### config.mk
export PLATFORM = sky130hd
export DESIGN_NAME = hpm_counter_unit_flat
export DESIGN_NICKNAME = d
export VERILOG_FILES = /design/src/rtl/hpm_counter_unit_if.sv /design/src/rtl/hpm_counter_unit.sv /design/src/flat_wrapper.sv
export SDC_FILE = /design/constraint.sdc
export NUM_CORES = 2
export LEC_CHECK = 0
export CAP_MARGIN = 10
export CORE_ASPECT_RATIO = 1.1
export CORE_MARGIN = 8
export CORE_UTILIZATION = 63
export DETAILED_ROUTE_END_ITERATION = 10
export PLACE_DENSITY_LB_ADDON = 0.12
export SLEW_MARGIN = 20
export SYNTH_ARGS = -nofsm -noshare
export SYNTH_HDL_FRONTEND = slang
export SYNTH_SLANG_ARGS = --single-unit
### constraint.sdc
create_clock -name clk -period 52.6 [get_ports clk]
set_clock_uncertainty 0.1 [all_clocks]
set_input_delay 5.26 -clock clk [delete_from_list [all_inputs] [get_ports clk]]
set_output_delay 5.26 -clock clk [all_outputs]
set_load 0.01 [all_outputs]
### src/rtl/hpm_counter_unit_if.sv
// CSR-stage access port of the hardware performance-monitor unit.
// Master is the CSR stage; slave is hpm_counter_unit.
interface hpm_counter_unit_if #(
  parameter int XLEN = 64
);
  logic [1:0]      priv_i;
  logic            csr_re_i;
  logic            csr_we_i;
  logic [11:0]     csr_addr_i;
  logic [XLEN-1:0] csr_wdata_i;
  logic [XLEN-1:0] csr_rdata_o;
  logic            csr_rvalid_o;
  logic            csr_illegal_o;

  modport master (
    output priv_i,
    output csr_re_i,
    output csr_we_i,
    output csr_addr_i,
    output csr_wdata_i,
    input  csr_rdata_o,
    input  csr_rvalid_o,
    input  csr_illegal_o
  );

  modport slave (
    input  priv_i,
    input  csr_re_i,
    input  csr_we_i,
    input  csr_addr_i,
    input  csr_wdata_i,
    output csr_rdata_o,
    output csr_rvalid_o,
    output csr_illegal_o
  );
endinterface

### src/rtl/hpm_counter_unit.sv
// mcycle, minstret, mhpmcounter3+ with event selects, inhibit and counteren.
// Define HPM_OVERFLOW_IRQ_EN for overflow status (0x7C0), mask (0x7C1) and IRQ.
module hpm_counter_unit #(
  parameter int XLEN         = 64,
  parameter int NUM_COUNTERS = 14,
  parameter int NUM_EVENTS   = 16,
  parameter int SEL_W        = $clog2(NUM_EVENTS + 1)
) (
  input  logic                  clk,
  input  logic                  reset,
  hpm_counter_unit_if.slave     csr,
  input  logic                  instret_i,
  input  logic [NUM_EVENTS-1:0] event_i,
  output logic                  ovf_irq_o
);
  localparam int LAST = 2 + NUM_COUNTERS;
  localparam int EVW  = 2 ** SEL_W;

  function automatic logic [31:0] impl_mask();
    logic [31:0] m;
    m = '0;
    for (int k = 0; k < 32; k++)
      m[k] = (k == 0) || (k >= 2 && k <= LAST);
    return m;
  endfunction

  localparam logic [31:0] IMPL = impl_mask();

  logic [XLEN-1:0]  cnt [32];
  logic [SEL_W-1:0] sel [32];
  logic [31:0]      inhibit;
  logic [31:0]      counteren;
  logic [31:0]      inc;
  logic [EVW-1:0]   ev_pad;

  logic [11:0]     addr;
  logic [4:0]      idx;
  logic [31:0]     wd32;
  logic            is_m;
  logic            in_ctr;
  logic            in_shd;
  logic            in_evt;
  logic            is_inh;
  logic            is_cen;
  logic            legal;
  logic            wr;
  logic [XLEN-1:0] rd;

`ifdef HPM_OVERFLOW_IRQ_EN
  logic        is_ost;
  logic        is_oen;
  logic [31:0] ovf_st;
  logic [31:0] ovf_en;
  logic [31:0] ovf_set;
  logic [31:0] ovf_st_d;
  logic [31:0] ovf_en_d;

  assign is_ost = addr == 12'h7C0;
  assign is_oen = addr == 12'h7C1;
`endif

  assign addr   = csr.csr_addr_i;
  assign idx    = addr[4:0];
  assign wd32   = csr.csr_wdata_i[31:0];
  assign is_m   = csr.priv_i == 2'd3;
  assign in_ctr = addr[11:5] == 7'h58;
  assign in_shd = addr[11:5] == 7'h60;
  assign in_evt = addr[11:5] == 7'h19 && idx >= 5'd3;
  assign is_inh = addr == 12'h320;
  assign is_cen = addr == 12'h306;

  // Bit 0 and bits above NUM_EVENTS stay 0, so select 0 or out of range never hits
  assign ev_pad = EVW'({event_i, 1'b0});

  always_comb begin
    legal = 1'b0;
    rd    = '0;
    unique case (1'b1)
      in_ctr: begin
        legal = is_m;
        rd    = cnt[idx];
      end
      in_shd: begin
        legal = !csr.csr_we_i && idx != 5'd1
                && (is_m || counteren[idx]);
        rd    = cnt[idx];
      end
      in_evt: begin
        legal = is_m;
        rd    = XLEN'(sel[idx]);
      end
      is_inh: begin
        legal = is_m;
        rd    = XLEN'(inhibit);
      end
      is_cen: begin
        legal = is_m;
        rd    = XLEN'(counteren);
      end
`ifdef HPM_OVERFLOW_IRQ_EN
      is_ost: begin
        legal = is_m;
        rd    = XLEN'(ovf_st);
      end
      is_oen: begin
        legal = is_m;
        rd    = XLEN'(ovf_en);
      end
`endif
      default: ;
    endcase
  end

  assign wr = csr.csr_we_i && legal;

  always_comb begin
    inc    = '0;
    inc[0] = !inhibit[0];
    inc[2] = instret_i && !inhibit[2];
    for (int k = 3; k < 32; k++)
      inc[k] = IMPL[k] && !inhibit[k] && ev_pad[sel[k]];
  end

  always_ff @(posedge clk or posedge reset) begin
    if (reset) begin
      for (int k = 0; k < 32; k++) begin
        cnt[k] <= '0;
        sel[k] <= '0;
      end
      inhibit   <= '0;
      counteren <= '0;
    end else begin
      for (int k = 0; k < 32; k++) begin
        if (!IMPL[k])
          cnt[k] <= '0;
        else if (wr && in_ctr && idx == 5'(k))
          cnt[k] <= csr.csr_wdata_i;
        else if (inc[k])
          cnt[k] <= cnt[k] + XLEN'(1);
        if (k < 3 || !IMPL[k])
          sel[k] <= '0;
        else if (wr && in_evt && idx == 5'(k))
          sel[k] <= csr.csr_wdata_i[SEL_W-1:0];
      end
      if (wr && is_inh) inhibit <= wd32 & IMPL;
      if (wr && is_cen) counteren <= wd32 & IMPL;
    end
  end

  always_ff @(posedge clk or posedge reset) begin
    if (reset) begin
      csr.csr_rdata_o   <= '0;
      csr.csr_rvalid_o  <= 1'b0;
      csr.csr_illegal_o <= 1'b0;
    end else begin
      csr.csr_rvalid_o  <= csr.csr_re_i;
      csr.csr_illegal_o <= (csr.csr_re_i || csr.csr_we_i) && !legal;
      csr.csr_rdata_o   <= (csr.csr_re_i && legal) ? rd : '0;
    end
  end

`ifdef HPM_OVERFLOW_IRQ_EN
  always_comb begin
    ovf_set = '0;
    for (int k = 0; k < 32; k++)
      ovf_set[k] = inc[k] && (&cnt[k])
                   && !(wr && in_ctr && idx == 5'(k));
    ovf_st_d = (ovf_st & ~((wr && is_ost) ? wd32 : 32'd0))
               | ovf_set;
    ovf_en_d = (wr && is_oen) ? (wd32 & IMPL) : ovf_en;
  end

  always_ff @(posedge clk or posedge reset) begin
    if (reset) begin
      ovf_st    <= '0;
      ovf_en    <= '0;
      ovf_irq_o <= 1'b0;
    end else begin
      ovf_st    <= ovf_st_d;
      ovf_en    <= ovf_en_d;
      ovf_irq_o <= |(ovf_st_d & ovf_en_d);
    end
  end
`else
  assign ovf_irq_o = 1'b0;
`endif
endmodule

### src/flat_wrapper.sv
// flat-port wrapper written by rule: the top's interface ports become plain ports
module hpm_counter_unit_flat 
#(
  parameter int XLEN         = 64,
  parameter int NUM_COUNTERS = 14,
  parameter int NUM_EVENTS   = 16,
  parameter int SEL_W        = $clog2(NUM_EVENTS + 1)
)
  (clk, reset, instret_i, event_i, ovf_irq_o, csr_priv_i, csr_csr_re_i, csr_csr_we_i, csr_csr_addr_i, csr_csr_wdata_i, csr_csr_rdata_o, csr_csr_rvalid_o, csr_csr_illegal_o);
  hpm_counter_unit_if #(.XLEN(XLEN)) csr_i ();
  input  logic clk;
  input  logic reset;
  input  logic instret_i;
  input  logic [NUM_EVENTS-1:0] event_i;
  output logic ovf_irq_o;
  input wire logic [$bits(csr_i.priv_i)-1:0] csr_priv_i;
  input wire logic [$bits(csr_i.csr_re_i)-1:0] csr_csr_re_i;
  input wire logic [$bits(csr_i.csr_we_i)-1:0] csr_csr_we_i;
  input wire logic [$bits(csr_i.csr_addr_i)-1:0] csr_csr_addr_i;
  input wire logic [$bits(csr_i.csr_wdata_i)-1:0] csr_csr_wdata_i;
  output wire logic [$bits(csr_i.csr_rdata_o)-1:0] csr_csr_rdata_o;
  output wire logic [$bits(csr_i.csr_rvalid_o)-1:0] csr_csr_rvalid_o;
  output wire logic [$bits(csr_i.csr_illegal_o)-1:0] csr_csr_illegal_o;
  assign csr_i.priv_i = csr_priv_i;
  assign csr_i.csr_re_i = csr_csr_re_i;
  assign csr_i.csr_we_i = csr_csr_we_i;
  assign csr_i.csr_addr_i = csr_csr_addr_i;
  assign csr_i.csr_wdata_i = csr_csr_wdata_i;
  assign csr_csr_rdata_o = csr_i.csr_rdata_o;
  assign csr_csr_rvalid_o = csr_i.csr_rvalid_o;
  assign csr_csr_illegal_o = csr_i.csr_illegal_o;
  hpm_counter_unit #(.XLEN(XLEN), .NUM_COUNTERS(NUM_COUNTERS), .NUM_EVENTS(NUM_EVENTS), .SEL_W(SEL_W)) u_core (.clk(clk), .reset(reset), .csr(csr_i), .instret_i(instret_i), .event_i(event_i), .ovf_irq_o(ovf_irq_o));
endmodule
==> flow_summary.html <==
<table>
<tr><th>Metric</th><th>Value</th></tr>
<tr><th colspan="2">Setup path</th></tr>
<tr><td>Kind of start point of the critical path</td><td>input pin</td></tr>
<tr><td>Max FO, Critical Path</td><td>96</td></tr>
<tr><td>Type of the worst setup path</td><td>in -&gt; reg</td></tr>
<tr><td>Required time at the worst-slack endpoint</td><td>roughly 53000 ps</td></tr>
<tr><td>Critical path capture point type</td><td>flop</td></tr>
<tr><td>Crit path DAT</td><td>a little over 9000 ps</td></tr>
<tr><th colspan="2">STA</th></tr>
<tr><td>Final worst hold slack</td><td>~450 ps</td></tr>
<tr><td>RSZ-0062 raised after global routing</td><td>false</td></tr>
<tr><td>Setup violators final</td><td>0</td></tr>
<tr><td>Accumulated negative setup slack</td><td>0 ps</td></tr>
<tr><td>Max-slew violation count</td><td>0</td></tr>
<tr><td>Final clock period utilization by the worst path</td><td>0.1639</td></tr>
<tr><td>Transition time at the pin with the least slew margin</td><td>1299 ps</td></tr>
<tr><td>Minimum period implied by the final worst setup slack</td><td>8620 ps</td></tr>
<tr><td>Max_slew headroom</td><td>0.1312</td></tr>
<tr><td>Endpoints failing hold</td><td>0</td></tr>
<tr><td>Worst path setup slack after routing</td><td>43980 ps</td></tr>
<tr><td>Fmax</td><td>about 0.12 GHz</td></tr>
<tr><th colspan="2">Synthesis</th></tr>
<tr><td>Ys Warns</td><td>0</td></tr>
<tr><td>Post-synth top area cell</td><td>dfrtp_1</td></tr>
<tr><td>Portion of synthesized cell area occupied by the leading cell type</td><td>0.3971</td></tr>
<tr><td>Cell types occupying the most area after synthesis</td><td>dfrtp_1 (40%), mux4_2 (8.9%), xnor2_1 (6.5%)</td></tr>
<tr><td>Unique cell type count in the Yosys netlist</td><td>a little over 90</td></tr>
<tr><td>Number of instances in the synthesized netlist</td><td>~8300</td></tr>
<tr><td>Synth Net Count</td><td>8372</td></tr>
<tr><td>Sequential element share of the synthesized area</td><td>0.3971</td></tr>
<tr><td>Commonest cells in the synthesized netlist</td><td>dfrtp_1 (1192), nand2_1 (1022), nor2_1 (881)</td></tr>
<tr><td>Post-synth EDFFs</td><td>0</td></tr>
<tr><td>Synthesized area divided by synthesized cell count</td><td>around 9.1 um2</td></tr>
<tr><td>Register bit count reported by yosys</td><td>approximately 1200</td></tr>
<tr><td>Syn Std Cell Area</td><td>around 0.075 mm2</td></tr>
<tr><td>Async set or reset register ratio after synthesis</td><td>1.000</td></tr>
<tr><td>Most common cell in the netlist</td><td>dfrtp_1</td></tr>
<tr><td>Commonest register cell after synthesis</td><td>dfrtp_1</td></tr>
<tr><th colspan="2">CTS</th></tr>
<tr><td>Total CTS buffers</td><td>between 100 and 150</td></tr>
<tr><td>Clock-pin slew on the worst setup and hold paths</td><td>about 60 ps</td></tr>
<tr><td>Clock insertion delay at the later pin of the skew report</td><td>a little under 800 ps</td></tr>
<tr><td>Maximum count of clock buffers along a single path</td><td>3</td></tr>
<tr><td>Num Clock Sinks</td><td>between 1000 and 1500</td></tr>
<tr><td>Root buffer selected by CTS</td><td>clkbuf_16</td></tr>
<tr><td>Clock tree from TritonCTS</td><td>done</td></tr>
<tr><td>H-tree Lvls</td><td>4</td></tr>
<tr><td>Setup repair bufs after CTS</td><td>0</td></tr>
<tr><td>CTS resizes</td><td>0</td></tr>
<tr><td>Number of buffers added to fix hold violations after cts</td><td>0</td></tr>
<tr><th colspan="2">Final layout</th></tr>
<tr><td>Area growth syn-to-layout</td><td>9.054%</td></tr>
<tr><td>Nets</td><td>~8000</td></tr>
<tr><td>Ratio of cells with drive above 1 in the final layout</td><td>0.1075</td></tr>
<tr><td>Number of standard cells in the layout, taps in and fillers out</td><td>between 9000 and 10000</td></tr>
<tr><th colspan="2">Place</th></tr>
<tr><td>Estimated wirelength of the detail-placed design</td><td>between 150000 and 200000 um</td></tr>
<tr><td># placed instances</td><td>9479</td></tr>
<tr><td>Pre-CTS setup slack</td><td>between 40000 and 50000 ps</td></tr>
<tr><td>Port Buffer Count</td><td>164</td></tr>
<tr><td>Final estimated routing congestion in global placement</td><td>about 1.0</td></tr>
<tr><th colspan="2">Floorplan</th></tr>
<tr><td>CORE AREA</td><td>between 0.1 and 0.15 mm2</td></tr>
<tr><td>Initial core utilization</td><td>0.6313</td></tr>
<tr><td>Die height</td><td>between 300 and 400 um</td></tr>
<tr><td>DIE WIDTH</td><td>roughly 350 um</td></tr>
<tr><td>Number of top-level design ports</td><td>around 170</td></tr>
<tr><td>Overall die area</td><td>roughly 0.13 mm2</td></tr>
<tr><td>Number of placement rows</td><td>around 130</td></tr>
<tr><th colspan="2">Min path</th></tr>
<tr><td>Type of the most critical hold path</td><td>reg -&gt; reg</td></tr>
<tr><th colspan="2">Power</th></tr>
<tr><td>Leakage Power</td><td>between 30 and 40 nW</td></tr>
<tr><td>Worst vdd ir</td><td>0.00003190 V</td></tr>
<tr><td>Final Power</td><td>about 2 mW</td></tr>
<tr><td>Pwr per Cell Area</td><td>24.91 mW/mm2</td></tr>
<tr><th colspan="2">Run status</th></tr>
<tr><td>Run status</td><td>finished, final reports clean</td></tr>
<tr><th colspan="2">Route</th></tr>
<tr><td>Antenna viol nets, final</td><td>0</td></tr>
<tr><td>Number of iterations in the first detailed-routing pass</td><td>10</td></tr>
<tr><td>Detailed-route DRC error count</td><td>0</td></tr>
<tr><td>Wire length per cell after detailed routing</td><td>between 20 and 30 um</td></tr>
<tr><td>Total detailed-routing wirelength</td><td>about 260000 um</td></tr>
<tr><td>Count of vias placed by the detailed router</td><td>around 66000</td></tr>
<tr><td>Detailed Route Iter0 Violations</td><td>9137</td></tr>
<tr><td>Vias per inst</td><td>a little under 7</td></tr>
<tr><th colspan="2">GRT</th></tr>
<tr><td>Pin count of the biggest net entering global routing</td><td>approximately 170</td></tr>
<tr><td>Wire length of the first global-routing pass</td><td>between 300000 and 400000 um</td></tr>
<tr><td>Number of antenna violations at the first check in global routing</td><td>16</td></tr>
<tr><td>Congestion Overflow GR</td><td>0</td></tr>
<tr><td>Vias in the first global route</td><td>roughly 62000</td></tr>
<tr><td>Total routing resource utilization after global routing</td><td>0.3906</td></tr>
<tr><th colspan="2">Job</th></tr>
<tr><td>Number of maximum-capacitance constraint violations</td><td>0</td></tr>
</table>
cell type report:
cell class / instances / area, um2
clock buffers: 203 / 3979
inverters: 119 / 454.2
flip-flops and latches: 1192 / 29830
multi-input cells: 6326 / 42610
well taps: 1552 / 1942
diodes: 3 / 7.507
fillers: 9245 / 37070
repair buffers: 291 / 2610
clock inverters: 37 / 473.0
final timing paths:
| kind | from | depth (start not counted) | slack [ps] | to |
|---|---|---|---|---|
| worst max register to register | u_core.sel[115] | 7 | 48780 | u_core.cnt[1493] |
| worst min-delay path | u_core.counteren[11] | 1 | 450 | u_core.counteren[11] |
| worst min register to register | u_core.counteren[11] | 1 | 450 | u_core.counteren[11] |
| max in group asynchronous | reset | 5 | 44380 | u_core.cnt[1118] |
| worst max-delay path | csr_csr_addr_i[4] | 9 | 43980 | u_core.cnt[1086] |
| min in group asynchronous | reset | 2 | 4930 | u_core.inhibit[12] |
placed cells by master, fill, tap and decap left out, types with 101 or more instances in the layout:
cell type / instances
dfrtp_1: 1192
nand2_1: 1015
nor2_1: 870
o21ai_0: 596
xnor2_1: 554
a21oi_1: 489
xor2_1: 421
nand3_1: 367
mux4_2: 297
nand4_1: 281
nor3_1: 208
and3_1: 174
clkdlybuf4s50_1: 157
clkbuf_16: 139
mux2_2: 135
buf_4: 127
mux2i_1: 119
inv_1: 117
and4_1: 106
nor4_1: 101
power by group:
part,internal [mW],switching [mW]
Sequential,0.928,0.0152
Clock,0.567,0.403
Combinational,0.0392,0.0882
state kept, by name, summed over array words and instances, names as in the netlist:
name and count:
u_core.csr.csr_rvalid_o 1, u_core.sel 70, u_core.csr.csr_illegal_o 1, u_core.cnt 1024, u_core.csr.csr_rdata_o 64, u_core.inhibit 16
u_core.counteren 16
cells by family (layout without fill, tap and decap cells):
group                      count (synthesis)  count (layout)  synth area share
muxes                                    552             552            0.1255
other                                      1               4        0.00004993
DFF                                     1192            1192            0.3971
xor gates and xnor gates                 975             975            0.1137
adders and majority gates                 16              16          0.002665
and+or+nand+nor                         3475            3475            0.2264
AOI/OAI and AO/OA                       1307            1307           0.09592
buffers and inverters                    739             650           0.03865
metal layers:
layer	GRT usage	wire length, um	up-vias
met2	0.5708	111800	4031
met3	0.1128	35130	685
met4	0.1897	13760	12
met1	0.5367	100100	32110
met5	0	86	-
li1	-	-	28860
critical path, stage by stage:
cell	delay, ps
clkdlybuf4s50_1	800
inv_2	180
buf_4	560
nand2_1	330
nor2_1	650
nand3_4	410
buf_4	520
nor2_1	220
a21oi_1	70
stage by stage:
stage | area, um2 | utilization
4_1_cts | 81900 | 0.6883
2_1_floorplan | 75110 | -
3_3_place_gp | 77430 | 0.6508
3_5_place_dp | 77450 | 0.6509
6_report | 81910 | 0.6884
5_1_grt | 81910 | 0.6884
No activity file was read; power rests on OpenSTA's default activity.
